===== config.mk =====
export PLATFORM = sky130hd
export DESIGN_NAME = phase_ramp_gen
export DESIGN_NICKNAME = d
export VERILOG_FILES = /design/src/rtl/phase_ramp_gen.sv
export SDC_FILE = /design/constraint.sdc
export NUM_CORES = 1
export LEC_CHECK = 0
export CAP_MARGIN = 20
export CORE_MARGIN = 3
export CORE_UTILIZATION = 60
export CTS_CLUSTER_DIAMETER = 100
export DETAILED_ROUTE_END_ITERATION = 12
export PLACE_DENSITY_LB_ADDON = 0.1
export REMOVE_ABC_BUFFERS = 1
export SETUP_SLACK_MARGIN = 0.3
export SKIP_LAST_GASP = 1
export SYNTH_ARGS = -nofsm -noshare
export SYNTH_HDL_FRONTEND = slang
export SYNTH_SLANG_ARGS = --single-unit

===== constraint.sdc =====
create_clock -name clk -period 12.5 [get_ports clk]
set_clock_uncertainty 0.15 [all_clocks]
set_input_delay 1.25 -clock clk [delete_from_list [all_inputs] [get_ports clk]]
set_output_delay 1.25 -clock clk [all_outputs]
set_load 0.05 [all_outputs]

===== src/rtl/phase_ramp_gen.sv =====
// Phase ramp generator: streams Q16.16 angles in [0, 2*pi) built from a
// programmable start offset plus a per-beat step, wrapped modulo 2*pi.
// Configuration arrives over a valid/ready handshake; the angle stream
// honours full backpressure and runs either as a finite burst or continuously.
module phase_ramp_gen #(
  parameter logic [31:0] TWO_PI = 32'd411775,
  parameter int          CNT_W  = 16
) (
  input  logic             clk,
  input  logic             rst,
  input  logic             cfg_valid,
  output logic             cfg_ready,
  input  logic [31:0]      cfg_step,
  input  logic [31:0]      cfg_offset,
  input  logic [CNT_W-1:0] cfg_count,
  output logic             cfg_err,
  input  logic             start,
  input  logic             stop,
  output logic [31:0]      x,
  output logic             x_valid,
  input  logic             x_ready,
  output logic             busy,
  output logic             done
);

  typedef enum logic [1:0] {
    ST_IDLE = 2'd0,
    ST_RUN  = 2'd1,
    ST_DONE = 2'd2
  } state_t;

  state_t           state_q;
  logic [31:0]      step_q;
  logic [31:0]      offset_q;
  logic [CNT_W-1:0] count_q;
  logic [CNT_W-1:0] cnt_q;
  logic [31:0]      x_q;
  logic             x_valid_q;
  logic             busy_q;
  logic             done_q;
  logic             cfg_err_q;
  logic             cfg_ready_q;

  logic             beat_d;
  logic [31:0]      x_adv_d;
  logic [CNT_W-1:0] cnt_inc_d;
  logic             last_d;
  logic             cfg_bad_d;

  // Modulo-2*pi add: both operands are already below TWO_PI, so a single
  // conditional subtract of the 33-bit sum always lands back in range.
  function automatic logic [31:0] wrap_add(input logic [31:0] a, input logic [31:0] b);
    logic [32:0] s;
    s = {1'b0, a} + {1'b0, b};
    if (s >= {1'b0, TWO_PI}) begin
      wrap_add = s[31:0] - TWO_PI;
    end else begin
      wrap_add = s[31:0];
    end
  endfunction

  // Beat detection, next angle, burst-end detection and config validity.
  always_comb begin
    beat_d    = x_valid_q & x_ready;
    x_adv_d   = wrap_add(x_q, step_q);
    cnt_inc_d = cnt_q + CNT_W'(1);
    last_d    = (count_q != {CNT_W{1'b0}}) && (cnt_inc_d == count_q);
    cfg_bad_d = (cfg_step >= TWO_PI) || (cfg_offset >= TWO_PI);
  end

  // Control FSM with config storage and registered stream/status outputs.
  always_ff @(posedge clk) begin
    if (rst) begin
      state_q     <= ST_IDLE;
      step_q      <= 32'd0;
      offset_q    <= 32'd0;
      count_q     <= {CNT_W{1'b0}};
      cnt_q       <= {CNT_W{1'b0}};
      x_q         <= 32'd0;
      x_valid_q   <= 1'b0;
      busy_q      <= 1'b0;
      done_q      <= 1'b0;
      cfg_err_q   <= 1'b0;
      cfg_ready_q <= 1'b1;
    end else begin
      cfg_err_q <= 1'b0;
      done_q    <= 1'b0;
      case (state_q)
        ST_IDLE: begin
          if (cfg_valid && cfg_ready_q) begin
            if (cfg_bad_d) begin
              cfg_err_q <= 1'b1;
            end else begin
              step_q   <= cfg_step;
              offset_q <= cfg_offset;
              count_q  <= cfg_count;
            end
          end
          // The burst launches from the previously stored offset, so a
          // config accepted on this same edge only affects later bursts.
          if (start && !stop) begin
            state_q     <= ST_RUN;
            x_q         <= offset_q;
            x_valid_q   <= 1'b1;
            cnt_q       <= {CNT_W{1'b0}};
            busy_q      <= 1'b1;
            cfg_ready_q <= 1'b0;
          end
        end
        ST_RUN: begin
          if (stop) begin
            // Abort; a beat taken on this edge still counts and advances x.
            state_q     <= ST_IDLE;
            x_valid_q   <= 1'b0;
            busy_q      <= 1'b0;
            cfg_ready_q <= 1'b1;
            if (beat_d) begin
              x_q   <= x_adv_d;
              cnt_q <= cnt_inc_d;
            end
          end else if (beat_d) begin
            cnt_q <= cnt_inc_d;
            if (last_d) begin
              // Final beat: x keeps the last transferred angle.
              state_q   <= ST_DONE;
              x_valid_q <= 1'b0;
              busy_q    <= 1'b0;
              done_q    <= 1'b1;
            end else begin
              x_q <= x_adv_d;
            end
          end
        end
        ST_DONE: begin
          state_q     <= ST_IDLE;
          cfg_ready_q <= 1'b1;
        end
        default: begin
          state_q     <= ST_IDLE;
          x_valid_q   <= 1'b0;
          busy_q      <= 1'b0;
          cfg_ready_q <= 1'b1;
        end
      endcase
    end
  end

  assign cfg_ready = cfg_ready_q;
  assign cfg_err   = cfg_err_q;
  assign x         = x_q;
  assign x_valid   = x_valid_q;
  assign busy      = busy_q;
  assign done      = done_q;

endmodule


==> results of run 1 <==
-- registers in the layout (all words and copies together) (netlist names), 2 cells and up --
name      count
offset_q     32
step_q       32
x            32
cnt_q        16
state_q       2
count_q      16
-- power groups by stage --
stage               combinational, mW  sequential, mW  clock [mW]
floorplan                      0.0685           0.457           0
global placement                0.146           0.445           0
detailed placement              0.147           0.445           0
CTS                             0.148           0.436       0.482
global route                    0.161           0.436       0.503
finish                          0.151           0.436       0.479
-- metrics by stage --
stage,hold WS (ns),utilization (%)
floorplan,0.271,-
global placement,0.284,71.0
detailed placement,0.287,71.1
CTS,0.306,75.0
global route,0.321,75.0
finish,0.305,75.0
-- worst paths after layout --
kind                     start           end  slack, ns  cells after the start
setup / recovery          x[5]          x[0]       7.58                     12
hold reg to reg   offset_q[21]  offset_q[21]       0.30                      1
setup reg to reg          x[5]          x[0]       7.58                     12
hold / removal    offset_q[21]  offset_q[21]       0.30                      1
-- routing by layer --
layer	wire length, um	track usage (%)
met5	0	0
met4	775	12.6
met1	11200	43.1
met2	11600	50.5
met3	2520	7.36
-- logic make-up (layout without fill, tap and decap cells) --
logic type,Yosys count,after routing,synth area share (%)
muxes,59,59,6.69
and+or+nand+nor,436,436,24.9
buffers and inverters,76,174,3.84
xor gates and xnor gates,57,57,5.74
AOI/OAI and AO/OA,287,287,23.4
adders and majority gates,35,35,5.04
DFF,134,134,30.4
-- final cells by class --
| cell class | count | area, um2 |
|---|---|---|
| clock inverter | 14 | 128 |
| multi-input combinational | 874 | 5820 |
| tap | 180 | 225 |
| sequential | 134 | 2680 |
| clock buffer | 17 | 425 |
| timing repair buffer | 131 | 1290 |
| fill | 1120 | 3540 |
| inverter | 12 | 45.0 |
-- cells in the final DEF, fill, tap and decap left out, types with 20 or more instances in the layout --
cell type / count
a21oi_1: 70
and2_1: 41
clkdlybuf4s50_1: 121
dfxtp_1: 134
ha_1: 34
mux2i_1: 59
nand2_1: 78
nand3_1: 36
nand4_1: 20
nor2_1: 134
nor3_1: 25
nor4_1: 22
o21ai_0: 50
xnor2_1: 43
==> flow_metrics.tcl, run 1 <==
set metrics [dict create \
    io_buffers 122 \
    cts_root_buffer "clkbuf_16" \
    crit_family "simple AND/OR/NAND/NOR gates" \
    crit_type "reg -> reg" \
    cts_tree "yes" \
    p_per_area_nw_per_um2 100 \
    yosys_most_used_dff "dfxtp_1" \
    clk_pin_slew_worst_paths_ns 0.06 \
    clock_latency_ns 0.42 \
    postPlaceCellArea_um2 10100 \
    clockBufferDepth 2 \
    post-cts-setup-buffer-count 0 \
    path_max_fanout 16 \
    htreeDepth 4 \
    status "finished clean" \
    cts_num_sinks 134 \
    worstPathRequired_ns 12.66 \
    start_kind "flip-flop" \
    synth_area_leaders "dfxtp_1 30%, mux2i_1 6.7%, nor2_1 5.7%" \
    synth.most_common_cell "nor2_1" \
    vias 8831 \
    critical_path_buf_inv_count 1 \
    slew_headroom_pct 31.2 \
    drive_gt1_share_pct 7.70 \
    finalCriticalPeriod_ns 4.92 \
    p_comb_share_pct 14.1 \
    finalHoldViolations 0 \
    slowest_delay_ns 0.77 \
    synthTopCellsByCount "135 x nor2_1, 134 x dfxtp_1, 78 x nand2_1" \
    synthCells 1084 \
    post_drt_via_cell_ratio 6.48 \
    drc_errors 0 \
    synth_area_um2 8830 \
    switchingPower_mw 0.297 \
    power.leakage_nw 3.91 \
    first_iter_violations 837 \
    ys_ff_latch 134 \
    synth_seq_area_share_pct 30.4 \
    maxCapViolCount 0 \
    grt_max_degree 78 \
    pwr-share-seq_pct 40.9 \
    numCtsBuffers 17 \
    n_antenna_cell 0 \
    tightest_slew_ns 1.03 \
    initial_core_util_pct 62.4 \
    fin_cells 1362 \
    power_mw 1.07 \
    ys_warn_count 0 \
    grt-ovfl-total 0 \
    first_global_vias 8416 \
    dp_slack_ns 7.48 \
    critPathArrivalTime_ns 5.08 \
    io_pins 123 \
    synth_top_area_share_pct 30.4 \
    intPower_mw 0.768 \
    crit_chain "ha_1 -> inv_2 -> o311a_1 -> nor4b_1 -> or3_1 -> a311oi_2 -> a211o_1 -> a211oi_1 -> and3_1 -> nand2_2 -> xnor2_1 -> a2111oi_0" \
    vdd_drop_max_uv 96.7 \
    cts.hold.buffers_added 0 \
    wirelength_um 26000 \
    grtUsageTotal_pct 32.2 \
    core_region_area_um2 14100 \
    nets 1291 \
    placed_cells 1331 \
    period_share_pct 39.4 \
    async_reset_ff_share_pct 0 \
    antenna_found_initial 0 \
    die_h_um 127 \
    dieArea_um2 16200 \
    hold_class "reg -> reg" \
    setup_ws_ns 7.58 \
    grt_first_pass_wirelength_um 42200 \
    post_cts_resized 0 \
    clockPowerShare_pct 45.0 \
    critPathSlowestCell "and3_1" \
    syn2layout_area_growth_pct 20.2 \
    avgRoutedWirePerCell_um 19.1 \
    gp_congestion 0.961 \
    fin_tns_setup_ns 0 \
    die_w_um 127 \
    p_sw_share_pct 27.9 \
    final_cell_area_um2 10600 \
    post-dp-hpwl_um 19100 \
    postSynthAreaPerCell_um2 8.15 \
    synth_top_cell_by_area "dfxtp_1" \
    max_freq_mhz 203 \
    rsz0062_at_grt "false" \
    firstDrtPassIters 5 \
    synth_cell_types 90 \
    rows 43 \
    synth_enable_flop_cells 0 \
    critPathCaptureType "flip-flop" \
    setup_viol 0 \
    ant_nets 0 \
    finalMaxSlewViolations 0 \
]
(Power assumes the default switching activity.)
==> inputs of run 2 (changes only) <==
--- a/config.mk
+++ b/config.mk
@@ -7,7 +7,7 @@
 export LEC_CHECK = 0
 export CAP_MARGIN = 20
 export CORE_MARGIN = 3
-export CORE_UTILIZATION = 60
+export CORE_UTILIZATION = 56
 export CTS_CLUSTER_DIAMETER = 100
 export DETAILED_ROUTE_END_ITERATION = 12
 export PLACE_DENSITY_LB_ADDON = 0.1
==> constraint.sdc (replaced) <==
create_clock -name clk -period 5.15 [get_ports clk]
set_clock_uncertainty 0.15 [all_clocks]
set_input_delay 0.515 -clock clk [delete_from_list [all_inputs] [get_ports clk]]
set_output_delay 0.515 -clock clk [all_outputs]
set_load 0.05 [all_outputs]
==> flow_metrics.tcl, run 2 (synthesis results as in run 1) <==
set metrics [dict create \
    status "finished clean" \
    p_sw_share_pct 27.3 \
    critPathArrivalTime_ns 4.62 \
    n_antenna_cell 0 \
    start_kind "flip-flop" \
    htreeDepth 4 \
    clockBufferDepth 2 \
    core_region_area_um2 15300 \
    crit_chain "ha_1 -> a21oi_2 -> o21ai_1 -> a221o_1 -> or3_1 -> a221oi_2 -> xnor2_1 -> nor4_4 -> and3_1 -> buf_4 -> nand2_2 -> xnor2_1 -> a2111oi_0" \
    slew_headroom_pct 30.9 \
    numCtsBuffers 17 \
    first_global_vias 8492 \
    slowest_delay_ns 0.47 \
    critPathCaptureType "flip-flop" \
    post_drt_via_cell_ratio 6.24 \
    p_comb_share_pct 14.2 \
    finalMaxSlewViolations 0 \
    post-dp-hpwl_um 20500 \
    seq_area_um2 2680 \
    hold_class "reg -> reg" \
    grt-ovfl-total 0 \
    intPower_mw 1.94 \
    avgRoutedWirePerCell_um 19.3 \
    die_h_um 132 \
    power.leakage_nw 3.97 \
    grt_max_degree 74 \
    maxCapViolCount 0 \
    cts_num_sinks 134 \
    grt_first_pass_wirelength_um 43300 \
    path_max_fanout 15 \
    finalCriticalPeriod_ns 4.47 \
    syn2layout_area_growth_pct 22.2 \
    drc_errors 0 \
    firstDrtPassIters 5 \
    io_pins 123 \
    rows 45 \
    nets 1300 \
    multi_input_area_um2 5840 \
    dieArea_um2 17300 \
    setup_viol 0 \
    period_share_pct 86.7 \
    initial_core_util_pct 57.7 \
    gp_congestion 0.960 \
    die_w_um 132 \
    clockPowerShare_pct 46.2 \
    holdWs_ns 0.301 \
    cts_root_buffer "clkbuf_16" \
    first_iter_violations 637 \
    wirelength_um 27100 \
    critPathSlowestCell "or3_1" \
    p_per_area_nw_per_um2 247 \
    grtUsageTotal_pct 30.9 \
    antenna_found_initial 0 \
    clk_pin_slew_worst_paths_ns 0.06 \
    fin_tns_setup_ns 0 \
    final_cell_area_um2 10800 \
    pwr-share-seq_pct 39.6 \
    final_cell_mix "134 x nor2_1, 134 x dfxtp_1, 121 x clkdlybuf4s50_1, 78 x nand2_1, 69 x a21oi_1" \
    drive_gt1_share_pct 8.64 \
    crit_type "reg -> reg" \
    fillCellCount 1296 \
    finalHoldViolations 0 \
    clock_latency_ns 0.43 \
    vias 8754 \
    rsz0062_at_grt "false" \
    vdd_drop_max_uv 288 \
    io_buffers 122 \
    ant_nets 0 \
    postPlaceCellArea_um2 10200 \
    switchingPower_mw 0.730 \
    cts_tree "yes" \
    worstPathRequired_ns 5.31 \
    tightest_slew_ns 1.04 \
    post-cts-setup-buffer-count 0 \
    max_freq_mhz 224 \
    path_common_cell "xnor2_1" \
]
run 2: worst max-delay path, delay by kind of cell (launching register included):
kind / cells / cell delay [ns]
simple gates: 4 / 1.27
compound gates: 5 / 1.47
flops: 1 / 0.34
fa+ha+maj: 1 / 0.46
buf+inv: 1 / 0.25
xor+xnor: 2 / 0.39
run 2: layer usage:
metal,routed length [um],track usage [%],vias to the layer above
met5,0,0,-
met4,634,11.5,0
met3,2440,7.96,46
met2,12000,49.2,377
met1,11900,40.4,4114
li1,-,-,4217
run 2: final timing paths:
| kind | start | to | slack (ns) | depth (start not counted) |
|---|---|---|---|---|
| min | offset_q[30] | offset_q[30] | 0.30 | 1 |
| min reg2reg | offset_q[30] | offset_q[30] | 0.30 | 1 |
| max reg2reg | x[17] | x[0] | 0.68 | 13 |
| max | x[17] | x[0] | 0.68 | 13 |
run 2: timing repair:
action                     in CTS  in global routing
setup endpoints to repair       0                  2
hold buffers                    0                  0
resized for setup               0                  3
run 2: layout make-up:
type / count / area share, %
Clock buffer: 19 / 4.11
Multi-Input combinational cell: 874 / 54.1
Timing Repair Buffer: 140 / 12.7
Sequential cell: 134 / 24.9
Inverter: 12 / 0.418
Tap cell: 211 / 2.45
Clock inverter: 13 / 1.36
run 2: per-stage QoR:
step / worst slack (ns) / util (%) / instances / power, mW
after floorplan: -1.44 / - / 1020 / 1.28
after global placement: 0.658 / 66.5 / 1371 / 1.45
after detailed placement: 0.672 / 66.5 / 1371 / 1.45
after CTS: 0.619 / 70.3 / 1403 / 2.67
after global routing: 0.317 / 70.4 / 1403 / 2.75
final: 0.685 / 70.4 / 1403 / 2.67
run 2: power groups by stage:
stage / clock [mW] / combinational (mW) / sequential [mW]
after global placement: 0 / 0.369 / 1.08
after global routing: 1.29 / 0.404 / 1.06
after detailed placement: 0 / 0.370 / 1.08
after CTS: 1.24 / 0.372 / 1.06
after floorplan: 0 / 0.166 / 1.11
final: 1.23 / 0.378 / 1.06
==> inputs of run 3 (changes only) <==
--- a/config.mk
+++ b/config.mk
@@ -6,11 +6,12 @@
 export NUM_CORES = 1
 export LEC_CHECK = 0
 export CAP_MARGIN = 20
+export CORE_ASPECT_RATIO = 1.4
 export CORE_MARGIN = 3
 export CORE_UTILIZATION = 56
 export CTS_CLUSTER_DIAMETER = 100
 export DETAILED_ROUTE_END_ITERATION = 12
-export PLACE_DENSITY_LB_ADDON = 0.1
+export PLACE_DENSITY = 0.82
 export REMOVE_ABC_BUFFERS = 1
 export SETUP_SLACK_MARGIN = 0.3
 export SKIP_LAST_GASP = 1
==> flow_metrics.tcl, run 3 (synthesis results as in run 1) <==
set metrics [dict create \
    rsz0062_at_grt "false" \
    grtUsageTotal_pct 31.8 \
    critPathArrivalTime_ns 4.78 \
    worstReg2RegEnd "x[0]" \
    vias 8725 \
    finalHoldViolations 0 \
    crit_type "reg -> reg" \
    slew_headroom_pct 31.9 \
    cts.hold.buffers_added 0 \
    die_h_um 155 \
    ant_nets 0 \
    multi_input_area_um2 5860 \
    htreeDepth 4 \
    start_kind "flip-flop" \
    tightest_slew_ns 1.02 \
    wirelength_um 27500 \
    post_drt_via_cell_ratio 6.33 \
    worstPathRequired_ns 5.29 \
    path_max_fanout 16 \
    startpoint "x[0]" \
    p_per_area_nw_per_um2 249 \
    drive_gt1_share_pct 8.51 \
    avgRoutedWirePerCell_um 19.9 \
    fillCellCount 1283 \
    dp_slack_ns 0.244 \
    r2r_setup_slack_ns 0.51 \
    gp_congestion 0.970 \
    crit_path_end "x[0]" \
    critPathCaptureType "flip-flop" \
    cts_tree "yes" \
    cts_num_sinks 134 \
    drc_errors 0 \
    clk_pin_slew_worst_paths_ns 0.06 \
    finalMaxSlewViolations 0 \
    fin_cells 1379 \
    placed_cells 1347 \
    finalCriticalPeriod_ns 4.64 \
    syn2layout_area_growth_pct 21.6 \
    first_global_vias 8648 \
    status "finished clean" \
    antenna_found_initial 0 \
    setup_viol 0 \
    n_antenna_cell 0 \
    rows 53 \
    io_buffers 122 \
    reg2reg_depth 13 \
    grt_first_pass_wirelength_um 44500 \
    dieArea_um2 17300 \
    clockBufferDepth 2 \
    r2r_start "x[0]" \
    post-cts-setup-buffer-count 0 \
    vdd_drop_max_uv 211 \
    hold_class "reg -> reg" \
    power_mw 2.68 \
    setup_ws_ns 0.514 \
    nets 1295 \
    period_share_pct 90.0 \
    die_w_um 112 \
    initial_core_util_pct 57.9 \
    cts_root_buffer "clkbuf_16" \
    first_iter_violations 617 \
    final_cell_mix "134 x nor2_1, 134 x dfxtp_1, 121 x clkdlybuf4s50_1, 78 x nand2_1, 68 x a21oi_1" \
    power.leakage_nw 3.96 \
    seq_area_um2 2680 \
    post-dp-hpwl_um 20600 \
    max_freq_mhz 216 \
    numCtsBuffers 17 \
    grt-ovfl-total 0 \
    io_pins 123 \
    maxCapViolCount 0 \
    grt_max_degree 66 \
    core_region_area_um2 15300 \
    firstDrtPassIters 5 \
    clock_latency_ns 0.43 \
]
## run 3: worst max-delay path: stages, from the launching register on
cell and delay (ns):
dfxtp_1 0.33, ha_1 0.24, fa_1 0.44, nand3_1 0.13, a21oi_1 0.17, or4_1 0.50
a211o_1 0.31, a2111oi_1 0.56, or3_1 0.22, a21o_1 0.28, and3_4 0.38, nand2_2 0.17
xnor2_1 0.17, a2111oi_0 0.44
## run 3: power by group
group / switching (mW) / internal (mW)
clock network: 0.508 / 0.733
logic: 0.218 / 0.160
registers: 0.0113 / 1.05
total: 0.737 / 1.94
## run 3: metal layers
layer / global-route usage, % / vias to the layer above / routed length, um
li1: - / 4214 / -
met1: 37.1 / 4096 / 10900
met2: 53.8 / 306 / 13400
met3: 6.03 / 109 / 1390
met4: 19.2 / 0 / 1740
met5: 0 / - / 0
## run 3: layout make-up
class	instances	area share (%)
sequential	134	25.0
clock buffer	19	4.12
tap	192	2.24
clock inverter	13	1.35
timing repair buffer	135	12.4
multi-input combinational	874	54.5
inverter	12	0.419
## run 3: worst min path at each step
stage                 startpoint      endpoint  slack (ns)  cells after the start
finish              offset_q[30]  offset_q[30]        0.31                      1
floorplan           offset_q[21]  offset_q[21]        0.27                      1
global placement    offset_q[28]  offset_q[28]        0.28                      1
CTS                 offset_q[30]  offset_q[30]        0.31                      1
detailed placement  offset_q[29]  offset_q[29]        0.29                      1
global route        offset_q[30]  offset_q[30]        0.31                      1
## run 3: what timing repair did
| action | 4_1_cts | 5_1_grt |
|---|---|---|
| resized for setup | 1 | 5 |
| endpoints found under the setup margin | 5 | 24 |
| gates cloned | 0 | 0 |
## run 3: per-stage QoR
| stage | setup TNS [ns] | hold WS, ns | area, um2 | util [%] |
|---|---|---|---|---|
| detailed placement | 0 | 0.292 | 10100 | 66.4 |
| floorplan | -60.06 | 0.271 | 8540 | - |
| finish | 0 | 0.308 | 10700 | 70.4 |
| global route | 0 | 0.313 | 10700 | 70.4 |
| global placement | 0 | 0.284 | 10100 | 66.4 |
| CTS | 0 | 0.308 | 10700 | 70.2 |
